File: config.mk
export PLATFORM = sky130hd
export DESIGN_NAME = rgb_mixer
export DESIGN_NICKNAME = d
export VERILOG_FILES = /design/src/rtl/rgb_mixer.sv
export SDC_FILE = /design/constraint.sdc
export NUM_CORES = 1
export LEC_CHECK = 0
export ABC_AREA = 1
export CAP_MARGIN = 20
export CORE_UTILIZATION = 45
export DETAILED_ROUTE_END_ITERATION = 10
export GPL_TIMING_DRIVEN = 1
export MAX_ROUTING_LAYER = met4
export PLACE_DENSITY = 0.57
export SLEW_MARGIN = 0
export SYNTH_ARGS = -nofsm -noshare
export SYNTH_HDL_FRONTEND = slang
export SYNTH_SLANG_ARGS = --single-unit
File: constraint.sdc
create_clock -name clk -period 2.1 [get_ports clk]
set_input_delay 0.315 -clock clk [delete_from_list [all_inputs] [get_ports clk]]
set_output_delay 0.315 -clock clk [all_outputs]
set_load 0.02 [all_outputs]
File: src/rtl/rgb_mixer.sv
// Three-channel RGB mixer: each quadrature encoder is synchronised, debounced and decoded
// into an 8-bit level that sets the duty cycle of one PWM output.
module rgb_mixer #(
  parameter int unsigned WIDTH        = 8,
  parameter int unsigned DEBOUNCE_LEN = 8,
  parameter int unsigned INCREMENT    = 1
) (
  input  logic clk,
  input  logic reset,
  input  logic enc0_a,
  input  logic enc0_b,
  input  logic enc1_a,
  input  logic enc1_b,
  input  logic enc2_a,
  input  logic enc2_b,
  output logic pwm0_out,
  output logic pwm1_out,
  output logic pwm2_out
);

  localparam int unsigned NumCh = 3;
  localparam int unsigned NumIn = 2 * NumCh;
  localparam logic [WIDTH-1:0] Step = WIDTH'(INCREMENT);

  logic [NumIn-1:0]        enc_raw;
  logic [NumIn-1:0]        sync1_q, sync2_q, deb_q, prev_q;
  logic [DEBOUNCE_LEN-1:0] hist_q  [NumIn];
  logic [WIDTH-1:0]        level_q [NumCh];
  logic [WIDTH-1:0]        level_d [NumCh];
  logic [WIDTH-1:0]        cnt_q;
  logic [NumCh-1:0]        pwm_q;

  // Even bits carry encoder A, odd bits encoder B.
  assign enc_raw = {enc2_b, enc2_a, enc1_b, enc1_a, enc0_b, enc0_a};

  always_ff @(posedge clk) begin
    if (reset) begin
      sync1_q <= '0;
      sync2_q <= '0;
      deb_q   <= '0;
      prev_q  <= '0;
      for (int i = 0; i < NumIn; i++) begin
        hist_q[i] <= '0;
      end
    end else begin
      sync1_q <= enc_raw;
      sync2_q <= sync1_q;
      prev_q  <= deb_q;
      for (int i = 0; i < NumIn; i++) begin
        hist_q[i] <= {hist_q[i][DEBOUNCE_LEN-2:0], sync2_q[i]};
        if (&hist_q[i]) begin
          deb_q[i] <= 1'b1;
        end else if (~|hist_q[i]) begin
          deb_q[i] <= 1'b0;
        end
      end
    end
  end

  // Pattern {a, pa, b, pb}: count only single-signal edges that advance the quadrature.
  always_comb begin
    for (int c = 0; c < NumCh; c++) begin
      level_d[c] = level_q[c];
      case ({deb_q[2*c], prev_q[2*c], deb_q[2*c+1], prev_q[2*c+1]})
        4'b1000, 4'b0111: level_d[c] = level_q[c] + Step;
        4'b0010, 4'b1101: level_d[c] = level_q[c] - Step;
        default: ;
      endcase
    end
  end

  always_ff @(posedge clk) begin
    if (reset) begin
      cnt_q <= '0;
      pwm_q <= '0;
      for (int c = 0; c < NumCh; c++) begin
        level_q[c] <= '0;
      end
    end else begin
      cnt_q <= cnt_q + 1'b1;
      for (int c = 0; c < NumCh; c++) begin
        level_q[c] <= level_d[c];
        pwm_q[c]   <= (cnt_q < level_q[c]);
      end
    end
  end

  assign pwm0_out = pwm_q[0];
  assign pwm1_out = pwm_q[1];
  assign pwm2_out = pwm_q[2];

endmodule

# == Word-level counts from Yosys, hierarchy flattened ==
# Memory sizes are Yosys's and may differ from the RTL's.
# Cells that the tools add are included.
# word_totals
register_bits,35
mem_bits_rw,72
input_bits,8
elab_cells,95
n_memories,2
# op_classes
addsub,7
n_lt_le_gt_ge,3
eq_ne,18
n_mux,27
n_bitwise,9
reduce_logical,18
# mem_list
memory,words,width,read_ports,rd_clocked_by_memory_dff,write_ports,line,text
hist_q,6,8,6,0,6,27,logic [DEBOUNCE_LEN-1:0] hist_q [NumIn];
level_q,3,8,3,0,3,28,logic [WIDTH-1:0] level_q [NumCh];
# op_table
operator,count
$mux W8,9
$pmux W8 S2,3
$reduce_and A8 Y1,6
$reduce_or A8 Y1,6
$add A8 B1 Y8 const B,4
$eq A4 B4 Y1 const B,6
$lt A8 B8 Y1,3
$sub A8 B1 Y8 const B,3
$mux W1,15
$eq A4 B2 Y1 const B,3
$eq A4 B3 Y1 const B,3
$ne A2 B2 Y1 const B,6
$reduce_or A2 Y1,6
$or A1 B1 Y1,9

# == Logic depth before layout (Yosys ltp) ==
# Gate-level depths: netlist of the first run.
# logic_depth
word_depth,4
depth_mapped,14

# == Worst setup path after synthesis of the first run ==
# No wires, ideal clock.
# synth_path
path_type,register to register
from,register deb_q[2]
to,memory level_q[1][5] (netlist: level_q[0][13])
arrival_time_ns,1.638
path_slack_ns,0.353
path_stages_with_launch,13
period_less_slack_ns,1.747
path_cell_list,dfxtp_1 inv_2 nor2_1 nand2_1 nand2_2 ha_1 or2_1 nand3_1 inv_1 o21bai_1 nand3_1 nand2_1 inv_1
# synth_lines
element,line,text
from (decl),26,"logic [NumIn-1:0] sync1_q, sync2_q, deb_q, prev_q;"
from (signal assigned),40,deb_q <= '0;
"from (signal, indexed assignment)",52,deb_q[i] <= 1'b1;
"from (signal, indexed assignment)",54,deb_q[i] <= 1'b0;
to (decl),28,

==> qor.yml, run 1 <==
drt:
  drt_first_iter_violations: 185
  route.detailed.drc: 0
  vias: 3951
  wirelength_um: 8720
  wl_per_cell_um: 10.5
  antenna_left: 0
  drtPass1Iterations: 5
  viasPerCell: 4.74
floorplan:
  die_width_um: 109
  initial_utilization_pct: 46.8
  core_um2: 11000
  die_h_um: 109
  fp-row-count: 38
  ios: 11
  die_area_um2: 11900
sta:
  finalSetupTns_ns: 0
  rsz0062_at_grt: "false"
  relSlewSlack_pct: 54.2
  finalCriticalPeriod_ns: 1.93
  final_max_slew_viol_count: 0
  worst_slew_pin_slew_ns: 0.687
  finalClockSkew_ns: 0.00778
  setup_viol: 0
  hold_viol: 0
  post-route-period-util_pct: 92.1
  fmax_ghz: 0.517
  setup_ws_ns: 0.166
setup_path:
  crit_fanout: 9
  cp.arrival_ns: 2.19
  path_class: "reg -> reg"
  timing.rr.start: "deb_q[2]"
  ff2ff_setup_slack_ns: 0.17
  ff2ff_path_depth: 12
  worstSetupStartpointType: "register"
  cp-end-kind: "register"
  reg2reg_to: "level_q[0][13]"
  cp.required_ns: 2.35
layout:
  num_antenna_cells: 0
  nNetsFinal: 740
  register_area_um2: 2140
  fillCellCount: 1052
  multi_input_area_um2: 2410
  layout-drive-gt1-share_pct: 8.79
  area_growth_pct: 11.2
synth:
  synth-simple-area-share_pct: 24.6
  syn_area_um2: 5140
  syn-num-nets: 723
  ys_ff_latch: 107
  ys_warn_count: 0
  synthCells: 672
  netlist-cell-type-count: 34
  synthMuxAreaShare_pct: 0
  synth-compound-area-share_pct: 9.71
  synth.avg_cell_area_um2: 7.65
  synth_area_leaders: "dfxtp_1 42%, inv_1 9.8%, ha_1 9.7%"
  seq_area_frac_synth_pct: 41.7
  synthAdderAreaFrac_pct: 10.9
  synth_top_family_by_area: "simple AND/OR/NAND/NOR gates"
  synth_top_area_share_pct: 41.7
  synthXorXnorAreaFrac_pct: 1.53
  synth_top_cell_by_area: "dfxtp_1"
clocking:
  cts_hold_buf: 0
  cts_tree: "built"
  cts_root_buffer: "clkbuf_16"
  path_clk_slew_ns: 0.07
  ctsLongestPathBuffers: 2
  htree_levels: 3
  clock-sinks: 107
  cts_buffers: 9
  clk_latency_ns: 0.35
global_routing:
  antenna_found_initial: 0
  grt_overflow_total: 0
  grt_max_degree: 60
  grt_use_total_pct: 17.4
  grt_pass1_vias: 3739
  grt_pass1_wl_um: 15700
worst_hold_path:
  hold_path_class: "reg -> reg"
  holdPathEnd: "hist_q[1][0]"
  hold_depth: 2
  hp-start: "sync2_q[1]"
run_status:
  status: "complete, no violations"
run:
  maxCapViolations: 0
placement:
  dp_slack_ns: 0.175
  gp_routability_congestion: 0.795
  hpwl_um: 6310
  port_buffers: 10
power:
  power_density_nw_per_um2: 687
  p_leak_nw: 2.62
  ir_drop_mv: 0.659
-- stage by stage --
step | power [W] | cells | utilization (%) | hold slack, ns | cell area, µm²
2_1_floorplan | 0.00221 | 672 | - | 0.388 | 5140
3_3_place_gp | 0.00226 | 814 | 48.9 | 0.391 | 5370
3_5_place_dp | 0.00226 | 814 | 48.9 | 0.394 | 5370
4_1_cts | 0.00400 | 830 | 51.7 | 0.399 | 5670
5_1_grt | 0.00409 | 834 | 52.0 | 0.420 | 5720
6_report | 0.00393 | 834 | 52.0 | 0.397 | 5720
-- layout by cell type (no fill, tap or decap), drive strengths merged, types with 7 or more instances in the layout --
master	instances
ha	40
nor2	101
nand3	36
dfxtp	107
inv	142
or2	9
a21oi	42
buf	7
o21ai	31
clkdlybuf4s50	9
nand2	108
nand4	15
clkbuf	10
-- cell type report --
class / instances / share of cell area, %
Clock inverter: 6 / 1.25
Timing Repair Buffer: 16 / 2.67
Sequential cell: 107 / 37.5
Tap cell: 140 / 3.06
Inverter: 139 / 9.30
Clock buffer: 10 / 4.01
Multi-Input combinational cell: 416 / 42.2
-- cell usage after synthesis --
| library cell | instances |
|---|---|
| nand2_1 | 100 |
| o21ai_2 | 6 |
| nor3_1 | 4 |
| and3_1 | 1 |
| dfxtp_1 | 107 |
| o21bai_1 | 3 |
| a31oi_1 | 1 |
| buf_4 | 6 |
| fa_1 | 3 |
| o211ai_1 | 3 |
| buf_2 | 4 |
| or2_4 | 5 |
| nor4_1 | 5 |
| ha_1 | 40 |
| inv_2 | 3 |
| inv_6 | 2 |
| o21ai_1 | 6 |
| xnor2_1 | 3 |
| o21a_1 | 1 |
| nand3_1 | 36 |
| xor2_1 | 6 |
| inv_1 | 134 |
| nand4_1 | 15 |
| a211oi_2 | 3 |
| nor3_2 | 1 |
| nand2_4 | 1 |
| nor2_1 | 95 |
| nor2_2 | 6 |
| nand2_8 | 2 |
| a21oi_1 | 38 |
| or2_1 | 4 |
| a21oi_2 | 4 |
| o21ai_0 | 19 |
| nand2_2 | 5 |
-- worst max-delay path, stage by stage, from the launching register on --
cell	delay (ns)
dfxtp_1	0.36
inv_2	0.04
nor2_1	0.13
nand2_1	0.12
nand2_2	0.19
ha_1	0.29
or2_1	0.27
nand3_1	0.12
inv_1	0.05
o21bai_1	0.11
nand3_1	0.07
nand2_1	0.06
inv_1	0.03
-- repair_timing --
action,4_1_cts,5_1_grt
setup endpoints to repair,0,3
gates resized for setup,0,3
buffers inserted,0,4
endpoints found under the hold margin,0,0
-- flip-flops by register name, summed over array words and instances, names as in the netlist --
signal   count
deb_q        6
prev_q       6
hist_q      48
level_q     24
cnt_q        8
pwm_q        3
sync1_q      6
sync2_q      6
-- kinds of logic after synthesis --
kind of cell | after synthesis
DFF | 107
xor gates and xnor gates | 9
adders and majority gates | 43
buffers and inverters | 149
and+or+nand+nor | 280
AOI/OAI and AO/OA | 84
-- layer usage --
layer	GRT usage [%]	wire length [µm]	up-vias
met2	29.3	4130	41
met5	-	0	-
met4	6.95	110	0
li1	-	-	2140
met3	4.12	251	9
met1	19.7	4230	1761
-- power by group --
group	switching [W]	internal [W]	total [W]
registers	0.0000157	0.00206	0.00207
logic	0.0000830	0.0000570	0.000140
clock network	0.000773	0.000942	0.00172
total	0.000872	0.00306	0.00393
-- worst max path at each step --
stage | startpoint | to | slack [ns] | cells after the start
final | deb_q[2] | level_q[0][13] | 0.17 | 12
after global routing | deb_q[3] | level_q[0][13] | 0.001 | 12
after CTS | deb_q[1] | level_q[0][5] | 0.15 | 12
after global placement | deb_q[2] | level_q[0][13] | 0.23 | 12
after detailed placement | deb_q[1] | level_q[0][5] | 0.18 | 12
after floorplan | deb_q[2] | level_q[0][13] | 0.35 | 12
No activity file was read; power rests on OpenSTA's default activity.
==> run 2, diff against run 1 <==
--- a/config.mk
+++ b/config.mk
@@ -12,6 +12,7 @@
 export GPL_TIMING_DRIVEN = 1
 export MAX_ROUTING_LAYER = met4
 export PLACE_DENSITY = 0.57
+export SKIP_LAST_GASP = 1
 export SLEW_MARGIN = 0
 export SYNTH_ARGS = -nofsm -noshare
 export SYNTH_HDL_FRONTEND = slang
==> results of run 2 <==
No change in the layout: final DEF, timing and power equal those of run 1.
